--- config.mk ---
export PLATFORM = sky130hd
export DESIGN_NAME = mem_access_unit
export DESIGN_NICKNAME = d
export VERILOG_FILES = /design/src/rtl/mem_access_pkg.sv /design/src/rtl/lane_merge.sv /design/src/rtl/mem_access_unit.sv
export SDC_FILE = /design/constraint.sdc
export NUM_CORES = 1
export LEC_CHECK = 0
export ABC_AREA = 1
export BUFFER_PORTS_ARGS = -buffer_cell sky130_fd_sc_hd__buf_4
export CORE_MARGIN = 8
export CORE_UTILIZATION = 30
export CTS_BUF_LIST = sky130_fd_sc_hd__clkbuf_4 sky130_fd_sc_hd__clkbuf_8
export DETAILED_ROUTE_END_ITERATION = 10
export GPL_TIMING_DRIVEN = 0
export SLEW_MARGIN = 20
export SYNTH_ARGS = -nofsm -noshare
export SYNTH_HDL_FRONTEND = slang
export SYNTH_SLANG_ARGS = --single-unit
--- constraint.sdc ---
create_clock -name clk -period 4.04 [get_ports clk]
set_input_delay 0.606 -clock clk [delete_from_list [all_inputs] [get_ports clk]]
set_output_delay 0.606 -clock clk [all_outputs]
set_load 0.005 [all_outputs]
--- src/rtl/mem_access_pkg.sv ---
// rtl/mem_access_pkg.sv - op/state/size types and op decode helpers for mem_access_unit
package mem_access_pkg;

  typedef enum logic [2:0] {
    LW  = 3'd0,
    LH  = 3'd1,
    LHU = 3'd2,
    LB  = 3'd3,
    LBU = 3'd4,
    SW  = 3'd5,
    SH  = 3'd6,
    SB  = 3'd7
  } op_e;

  typedef enum logic [2:0] {
    IDLE,
    READ,
    WRITE,
    DONE,
    ERR
  } state_e;

  typedef enum logic [1:0] {
    SZ_B,
    SZ_H,
    SZ_W
  } size_e;

  function automatic logic is_store(op_e op);
    return (op == SW) || (op == SH) || (op == SB);
  endfunction

  function automatic logic is_subword(op_e op);
    return (op != LW) && (op != SW);
  endfunction

  function automatic size_e op_size(op_e op);
    case (op)
      LB, LBU, SB: return SZ_B;
      LH, LHU, SH: return SZ_H;
      default:     return SZ_W;
    endcase
  endfunction

  function automatic logic op_signed(op_e op);
    return (op == LB) || (op == LH);
  endfunction

endpackage

--- src/rtl/lane_merge.sv ---
// rtl/lane_merge.sv - little-endian byte/halfword lane insert (stores) and extract/extend (loads)
module lane_merge
  import mem_access_pkg::*;
(
  input  logic [31:0] old_word,
  input  logic [31:0] new_data,
  input  logic [31:0] load_word,
  input  logic [1:0]  lane,
  input  size_e       size,
  input  logic        sign_ext,
  output logic [31:0] merged,
  output logic [31:0] extended
);

  logic [7:0]  byte_sel;
  logic [15:0] half_sel;

  always_comb begin
    merged = old_word;
    case (size)
      SZ_B:    merged[{lane, 3'b000} +: 8] = new_data[7:0];
      SZ_H:    merged[{lane[1], 4'b0000} +: 16] = new_data[15:0];
      default: merged = new_data;
    endcase
  end

  // Halfword lane is chosen by lane[1]; alignment is checked upstream.
  always_comb begin
    byte_sel = load_word[{lane, 3'b000} +: 8];
    half_sel = load_word[{lane[1], 4'b0000} +: 16];
    case (size)
      SZ_B:    extended = {{24{sign_ext & byte_sel[7]}}, byte_sel};
      SZ_H:    extended = {{16{sign_ext & half_sel[15]}}, half_sel};
      default: extended = load_word;
    endcase
  end

endmodule

--- src/rtl/mem_access_unit.sv ---
// rtl/mem_access_unit.sv - word-memory initiator: byte-addressed load/store with sub-word RMW
module mem_access_unit
  import mem_access_pkg::*;
#(
  parameter int DEPTH_WORDS = 100,
  parameter int AW          = 32
) (
  input  logic          clk,
  input  logic          reset,
  input  logic          req,
  input  logic [2:0]    op,
  input  logic [AW-1:0] byte_addr,
  input  logic [31:0]   wdata,
  output logic          ready,
  output logic          done,
  output logic [31:0]   rdata,
  output logic          err,
  output logic          mem_we,
  output logic [AW-1:0] mem_addr,
  output logic [31:0]   mem_wd,
  input  logic [31:0]   mem_rd
);

  state_e      state, state_next;
  op_e         op_in, op_q;
  logic [1:0]  lane_q;
  logic [31:0] wdata_q;
  logic [31:0] rd_q;
  logic [31:0] merged;
  logic [31:0] extended;
  logic        bad_req;

  assign op_in = op_e'(op);

  always_comb begin
    bad_req = 1'b0;
    if ((op_size(op_in) == SZ_H) && byte_addr[0])
      bad_req = 1'b1;
    if ((op_size(op_in) == SZ_W) && (byte_addr[1:0] != 2'b00))
      bad_req = 1'b1;
    if ((byte_addr >> 2) >= AW'(DEPTH_WORDS))
      bad_req = 1'b1;
  end

  always_ff @(posedge clk) begin
    if (reset) begin
      state    <= IDLE;
      op_q     <= LW;
      lane_q   <= 2'b00;
      wdata_q  <= 32'd0;
      rd_q     <= 32'd0;
      mem_addr <= '0;
    end else begin
      state <= state_next;
      if (state == IDLE && req) begin
        op_q     <= op_in;
        lane_q   <= byte_addr[1:0];
        wdata_q  <= wdata;
        mem_addr <= byte_addr >> 2;
      end
      if (state == READ)
        rd_q <= mem_rd;
    end
  end

  lane_merge u_lane_merge (
    .old_word  (rd_q),
    .new_data  (wdata_q),
    .load_word (rd_q),
    .lane      (lane_q),
    .size      (op_size(op_q)),
    .sign_ext  (op_signed(op_q)),
    .merged    (merged),
    .extended  (extended)
  );

  always_comb begin
    state_next = state;
    ready      = 1'b0;
    done       = 1'b0;
    err        = 1'b0;
    rdata      = 32'd0;
    mem_we     = 1'b0;
    mem_wd     = 32'd0;
    case (state)
      IDLE: begin
        ready = 1'b1;
        if (req)
          state_next = bad_req ? ERR : ((op_in == SW) ? WRITE : READ);
      end
      READ: state_next = is_store(op_q) ? WRITE : DONE;
      WRITE: begin
        mem_we     = 1'b1;
        mem_wd     = merged;
        state_next = DONE;
      end
      DONE: begin
        done       = 1'b1;
        rdata      = is_store(op_q) ? 32'd0 : extended;
        state_next = IDLE;
      end
      ERR: begin
        done       = 1'b1;
        err        = 1'b1;
        state_next = IDLE;
      end
      default: state_next = IDLE;
    endcase
  end

endmodule
-- After elaboration in Yosys (flattened, before gate mapping)
Cells that the tools add are included.
- register bits: 102
- word-level logic and storage cells: 74
- order comparisons: 1
- reduce and logical (&&, ||, !) cells: 14
- bitwise logic cells: 2
- mux-type cells: 21
- eq/ne operators: 22
- $add $sub $neg: 2
- shift-type cells: 6
- operators with widths (kind ; count):
    $pmux W32 S2 ; 2
    $mux W32 ; 3
    $bwmux W32 ; 2
    $shift A16 B7 Y32 const A ; 1
    $shift A8 B7 Y32 const A ; 1
    $shiftx A16 B7 Y32 ; 1
    $shiftx A32 B6 Y16 ; 1
    $shiftx A32 B6 Y8 ; 1
    $shiftx A8 B7 Y32 ; 1
    $ge A30 B7 Y1 const B ; 1
    $eq A3 B3 Y1 const B ; 9
    $eq A3 B2 Y1 const B ; 6
    $neg A5 Y7 ; 2
    $reduce_or A3 Y1 ; 4
    $eq A3 B1 Y1 const B ; 3
    $pmux W3 S3 ; 1
    $mux W1 ; 8
    $pmux W2 S2 ; 2
    $mux W3 ; 2
    $eq A2 B1 Y1 const B ; 2
    $logic_and A1 B1 Y1 ; 3
    $logic_not A3 Y1 ; 1
    $logic_or A1 B1 Y1 ; 3
    $and A1 B1 Y1 ; 2
    other kinds (6) ; 6

-- Depth between registers and ports, before layout
Gate-level depths: netlist of run 1.
- depth after elaboration: 11
- mapped depth: 11
- mapped depth without buffers: 10

-- Modules after synthesis
From an unflattened synthesis of run 1, not the netlist that was laid out.
- cells, all modules: 1075
- area total of the unflattened synthesis: 6368.6 µm²
- modules (own cells, without submodules) (module ; instances ; cells each ; sequential area each (µm²) ; area each (µm²)):
    mem_access_unit ; 1 ; 638 ; 2042.0 ; 4365.4
    lane_merge ; 1 ; 437 ; 0.0 ; 2003.2

-- Least setup slack after synthesis of run 1
Ideal clock, no wire load.
- path type: flip-flop to output port
- start: reg lane_q[1]
- end: out mem_wd[0]
- arrival: 1752 ps
- stages on the path, launching flop included: 9
- data required time: 3434 ps
- path slack: 1682 ps
- path buffers: 2
- path through: dfxtp_1 inv_1 clkbuf_1 ha_1 clkbuf_1 nand4_1 o21ai_2 nand2_1 a21oi_1
- longest elaborated chain between the ends: 5
- elaborated cells between the ends (all ways): 10
- ends and longest elaborated chain (what ; line ; RTL):
    start: declaration ; mem_access_unit.sv:26 ; logic [1:0] lane_q;
    start signal: assignment ; mem_access_unit.sv:57 ; lane_q <= byte_addr[1:0];
    $neg A5 Y7 (on tied branches) ; lane_merge.sv:22, lane_merge.sv:21 ;
    $shiftx A16 B7 Y32 (tied with other cells) ; lane_merge.sv:22 ; SZ_H: merged[{lane[1], 4'b0000} +: 16] = new_data[15:0];
    $bwmux W32 (on tied branches) ; lane_merge.sv:22, lane_merge.sv:21 ;
    $pmux W32 S2 * ; lane_merge.sv:20 ; case (size)
    $mux W32 * ; mem_access_unit.sv:85 ; case (state)
    end: declaration ; mem_access_unit.sv:20 ; output logic [31:0] mem_wd,
Mark *: on every way between the ends. The rest lies on a longest branch, timed or not.

-- Worst setup path after layout of run 1
- start: reg lane_q[1]
- end: out mem_wd[7]
Same word-level chain as after synthesis.

==> out/qor.csv, run 1 <==
metric,value,unit
startpoint type of the worst setup path,register,
Syn Inst Count,895,
H-tree levels,3,
Final Critical Period,3.51,ns
"Max stage delay cell, worst path",clkbuf_1,
Root Driver,clkbuf_8,
synthesis-to-layout area growth,34.9,%
Slew @ Worst Pin,0.671,ns
Pint,1.57,mW
Final Hold Viols,0,
first-pass GRT wire length,36700,um
detailed-route DRC error count,0,
Placer Congestion,0.955,
Placement Cell Area,7540,um2
Synth area leader,dfxtp_1,
crit path max fanout,12,
Critical Path Sink,mem_wd[7],
GRT Resource Usage Total,19.6,%
largest net degree at the start of global routing,20,
outcome,"complete, no violations",
DRT iter0 DRCs,453,
R2R depth,5,
io pins,202,
worst skew pair latency,0.40,ns
"EDFF count, synth",0,
share of cells above drive strength 1,24.0,%
initial core utilization,30.6,%
switching pwr,0.779,mW
cell with the most instances after synthesis,nand2_1,
hold buffer count at cts,0,
TritonCTS clock tree,yes,
Worst EP required,3.43,ns
drt via density,5.05,
Core ar.,18800,um2
WP depth,9,
Critical path buffers and inverters,4,
RSZ-0062 raised after global routing,false,
"Worst Setup Slack, final",0.530,ns
IO Port Bufs,199,
ANT cells,0,
Sw Share,33.2,%
Final Slew Violations,0,
flop2flop setup slack,2.34,ns
power per cell area,303,nW/um2
synthesized flop and latch total,102,
Arrival @ worst endpoint,2.90,ns
ANT nets after route,0,
vias in the first global route,6638,
Seq pwr share,46.5,%
cell leakage power,3.51,nW
Comb pwr share,22.4,%
part of the power in the clock network,31.1,%
Reg area,2040,um2
antenna violations before repair,0,
dpl ws,1.00,ns
Post-synth ARST share,0,%
"most used cell, CP",clkbuf_1,
clk slew on worst S/H paths,0.11,ns
Sink Count,102,
multi-input logic area,3030,um2
hold slack,0.379,ns
grt total ovfl,0,
CTS Buffer Depth,2,
max-cap violations,0,
Finished Cell Area,7750,um2
R2R Path End,rd_q[15],
VDD IR max,0.190,mV
Ys Warns,0,
Final #Nets,1213,
die height,154,um
kind of critical path,reg -> out,
crit path launch,lane_q[1],
register area share after synthesis,35.5,%
most instantiated cells after synthesis,"nand2_1, a21oi_1, nor2_1",
Crit path max-delay family,buffers and inverters,
FILL cells,2118,
Reg-to-Reg Start,state[2],
final wirelength,24100,um
"slowest stage delay, CP",0.49,ns
die area,23800,um2
Hold WC Path Type,in -> reg,
chip width,154,um
Final Cycle Share,86.9,%
Critical Path End Type,output port,
Post-CTS Setup Bufs,0,
crit-path cells,"inv_1, clkbuf_1, ha_1, clkbuf_1, nand4_1, o21ai_2, nand2_1, a21oi_1, buf_4",
Syn Area/Cell,6.42,um2
Main synth FF type,dfxtp_1,
Yosys cell types,28,
Synth top area share,35.5,%
post-CTS resize count,0,
First-pass DRT Iterations,6,
"Cell Area, Synth",5750,um2
final setup fails,0,
Vias,6796,
Fin Clk Skew,0.00884,ns
# rows,50,
setup TNS,0,ns
Synth area leaders,"dfxtp_1, nand2_1, a21oi_1",
Final HPWL DP,19400,um
CTS Buf Count,9,
fmax,0.285,GHz
Max-Slew Margin vs Limit,55.3,%
drt wl/cell,17.9,um
-- routing by layer --
metal | routed length, um | track usage, %
met4 | 575 | 6.49
met3 | 2420 | 6.66
met5 | 0 | 0
met2 | 10900 | 31.1
met1 | 10200 | 24.5
-- cells by family (layout without fill, tap and decap cells) --
| group | count (synthesis) | after routing | share of synthesized area [%] |
|---|---|---|---|
| buffers and inverters | 167 | 382 | 11.8 |
| AND/OR/NAND/NOR | 334 | 334 | 23.8 |
| AO/OA/AOI/OAI | 286 | 286 | 27.6 |
| adder cells (fa/ha/maj) | 5 | 5 | 1.09 |
| flip-flops | 102 | 102 | 35.5 |
| other | 1 | 2 | 0.0653 |
-- sequential cells by signal, summed over array words and instances (netlist names) --
name      flops
lane_q        2
op_q          3
state         3
mem_addr     30
rd_q         32
wdata_q      32
-- metrics by stage --
| step | instances | power [mW] | utilization (%) |
|---|---|---|---|
| 3_3_place_gp | 1329 | 1.63 | 40.2 |
| 6_report | 1345 | 2.35 | 41.3 |
| 2_1_floorplan | 896 | 1.40 | - |
| 4_1_cts | 1345 | 2.36 | 41.3 |
| 5_1_grt | 1345 | 2.47 | 41.3 |
| 3_5_place_dp | 1329 | 1.63 | 40.2 |
-- final cells by class --
type | instances | share of cell area (%)
Clock inverter | 7 | 1.18
Clock buffer | 9 | 1.60
Inverter | 106 | 5.15
Multi-Input combinational cell | 627 | 39.1
Timing Repair Buffer | 199 | 19.3
Sequential cell | 102 | 26.3
Tap cell | 234 | 3.78
Buffer | 61 | 3.63
-- power by group through the flow --
stage	clock [mW]	combinational, mW	sequential [mW]
floorplan	0	0.294	1.11
global route	0.789	0.580	1.10
finish	0.731	0.526	1.09
CTS	0.749	0.523	1.09
global placement	0	0.518	1.11
detailed placement	0	0.521	1.11
-- worst min-delay path by stage --
stage | start | endpoint | slack (ns) | cells past startpoint
floorplan | wdata_q[16] | wdata_q[16] | 0.43 | 2
global placement | wdata_q[23] | wdata_q[23] | 0.44 | 2
detailed placement | wdata_q[22] | wdata_q[22] | 0.45 | 2
CTS | reset | rd_q[9] | 0.37 | 2
global route | reset | rd_q[9] | 0.36 | 2
finish | reset | rd_q[9] | 0.38 | 2
-- placed cells by master, fill, tap and decap left out, drive strengths merged --
cell and instances:
a21oi 116, a31oi 1, nor3 5, inv 108, ha 5, o211ai 37, buf 223, nor2 108
nand3 54, conb 2, nand2 165, dfxtp 102, o21ai 124, clkbuf 46, bufinv 1, o22ai 8
clkinv 4, nand4 2
Note: power is estimated with default switching activity, not from simulation.
==> inputs of run 2 (changes only) <==
--- a/config.mk
+++ b/config.mk
@@ -8,10 +8,11 @@
 export ABC_AREA = 1
 export BUFFER_PORTS_ARGS = -buffer_cell sky130_fd_sc_hd__buf_4
 export CORE_MARGIN = 8
-export CORE_UTILIZATION = 30
+export CORE_UTILIZATION = 49
 export CTS_BUF_LIST = sky130_fd_sc_hd__clkbuf_4 sky130_fd_sc_hd__clkbuf_8
 export DETAILED_ROUTE_END_ITERATION = 10
 export GPL_TIMING_DRIVEN = 0
+export PLACE_DENSITY = 0.79
 export SLEW_MARGIN = 20
 export SYNTH_ARGS = -nofsm -noshare
 export SYNTH_HDL_FRONTEND = slang
==> out/qor.csv, run 2 (synthesis results as in run 1) <==
metric,value,unit
antenna violations before repair,0,
Max-Slew Margin vs Limit,58.2,%
final wirelength,22400,um
drt wl/cell,17.9,um
largest registers,"rd_q x32, wdata_q x32, mem_addr x30",
CTS Buf Count,9,
crit-path cells,"inv_1, clkbuf_1, ha_1, clkbuf_1, nand4_1, o21ai_2, nand2_1, a21oi_1, buf_4",
Final Power,2.28,mW
max-cap violations,0,
RSZ-0062 raised after global routing,false,
Crit path max-delay family,buffers and inverters,
crit path max fanout,12,
Core ar.,11400,um2
power per cell area,300,nW/um2
Final Cycle Share,89.6,%
H-tree levels,3,
Sink Count,102,
clk slew on worst S/H paths,0.11,ns
ANT cells,0,
chip width,124,um
Hold WC Path Type,in -> reg,
post-CTS resize count,0,
GRT Resource Usage Total,28.0,%
Root Driver,clkbuf_8,
Final Hold Viols,0,
"Worst Setup Slack, final",0.421,ns
Placer Congestion,0.946,
"commonest non-fill, non-tap cell in the layout",buf_4,
grt total ovfl,0,
largest net degree at the start of global routing,19,
dpl ws,0.934,ns
Arrival @ worst endpoint,3.01,ns
CTS Buffer Depth,2,
most frequent cells in the layout,"buf_4, nand2_1, a21oi_1",
Final HPWL DP,17900,um
Final Slew Violations,0,
TritonCTS clock tree,yes,
Slew @ Worst Pin,0.627,ns
Final #Nets,1213,
"most used cell, CP",clkbuf_1,
Final Critical Period,3.62,ns
Critical Path End Type,output port,
VDD IR max,0.269,mV
Worst EP required,3.43,ns
synthesis-to-layout area growth,32.6,%
die height,124,um
# rows,39,
Fin Clk Skew,0.00772,ns
DRT iter0 DRCs,705,
Vias,6794,
die area,15400,um2
hold slack,0.385,ns
initial core utilization,50.3,%
Post-CTS Setup Bufs,0,
share of cells above drive strength 1,24.0,%
flop2flop setup slack,2.29,ns
startpoint type of the worst setup path,register,
detailed-route DRC error count,0,
"slowest stage delay, CP",0.51,ns
cell leakage power,3.50,nW
vias in the first global route,6484,
setup TNS,0,ns
kind of critical path,reg -> out,
First-pass DRT Iterations,5,
"Max stage delay cell, worst path",clkbuf_1,
outcome,"complete, no violations",
final setup fails,0,
fmax,0.276,GHz
drt via density,5.42,
hold buffer count at cts,0,
io pins,202,
Critical path buffers and inverters,4,
IO Port Bufs,199,
ANT nets after route,0,
first-pass GRT wire length,35200,um
worst skew pair latency,0.40,ns
run 2: changes by cell type in the layout (fill, tap and decap cells not counted), sizes merged:
cell and change:
clkinv -2, clkbuf +2, inv +1, bufinv -1
run 2: path summary, 6_finish.rpt:
kind | start | end | cells after the start
hold / removal | reset | rd_q[11] | 2
setup reg to reg | state[2] | rd_q[3] | 5
hold reg to reg | wdata_q[21] | wdata_q[21] | 2
setup / recovery | lane_q[1] | mem_wd[7] | 9
run 2: final cells by class:
class	instances	area, um2
plain buffers	61	282
clock buffers	11	151
clock inverters	5	46.3
flip-flops and latches	102	2040
multi-input cells	627	3030
repair buffers	199	1490
fillers	1104	3800
well taps	143	179
inverters	106	399
run 2: layer usage:
| metal | GRT usage (%) | routed length (um) |
|---|---|---|
| met5 | 0 | 0 |
| met4 | 12.8 | 844 |
| met3 | 9.96 | 2470 |
| met2 | 43.6 | 9940 |
| met1 | 33.9 | 9160 |
run 2: power breakdown:
group / switching (mW) / internal [mW] / total (mW)
Combinational: 0.318 / 0.205 / 0.522
Clock: 0.402 / 0.270 / 0.672
Sequential: 0.0304 / 1.06 / 1.09
run 2: through the flow:
stage | cell area, um2 | instances | util, %
6_report | 7620 | 1254 | 66.7
5_1_grt | 7620 | 1254 | 66.7
4_1_cts | 7620 | 1254 | 66.7
3_5_place_dp | 7420 | 1238 | 65.0
3_3_place_gp | 7420 | 1238 | 65.0
2_1_floorplan | 5750 | 896 | -
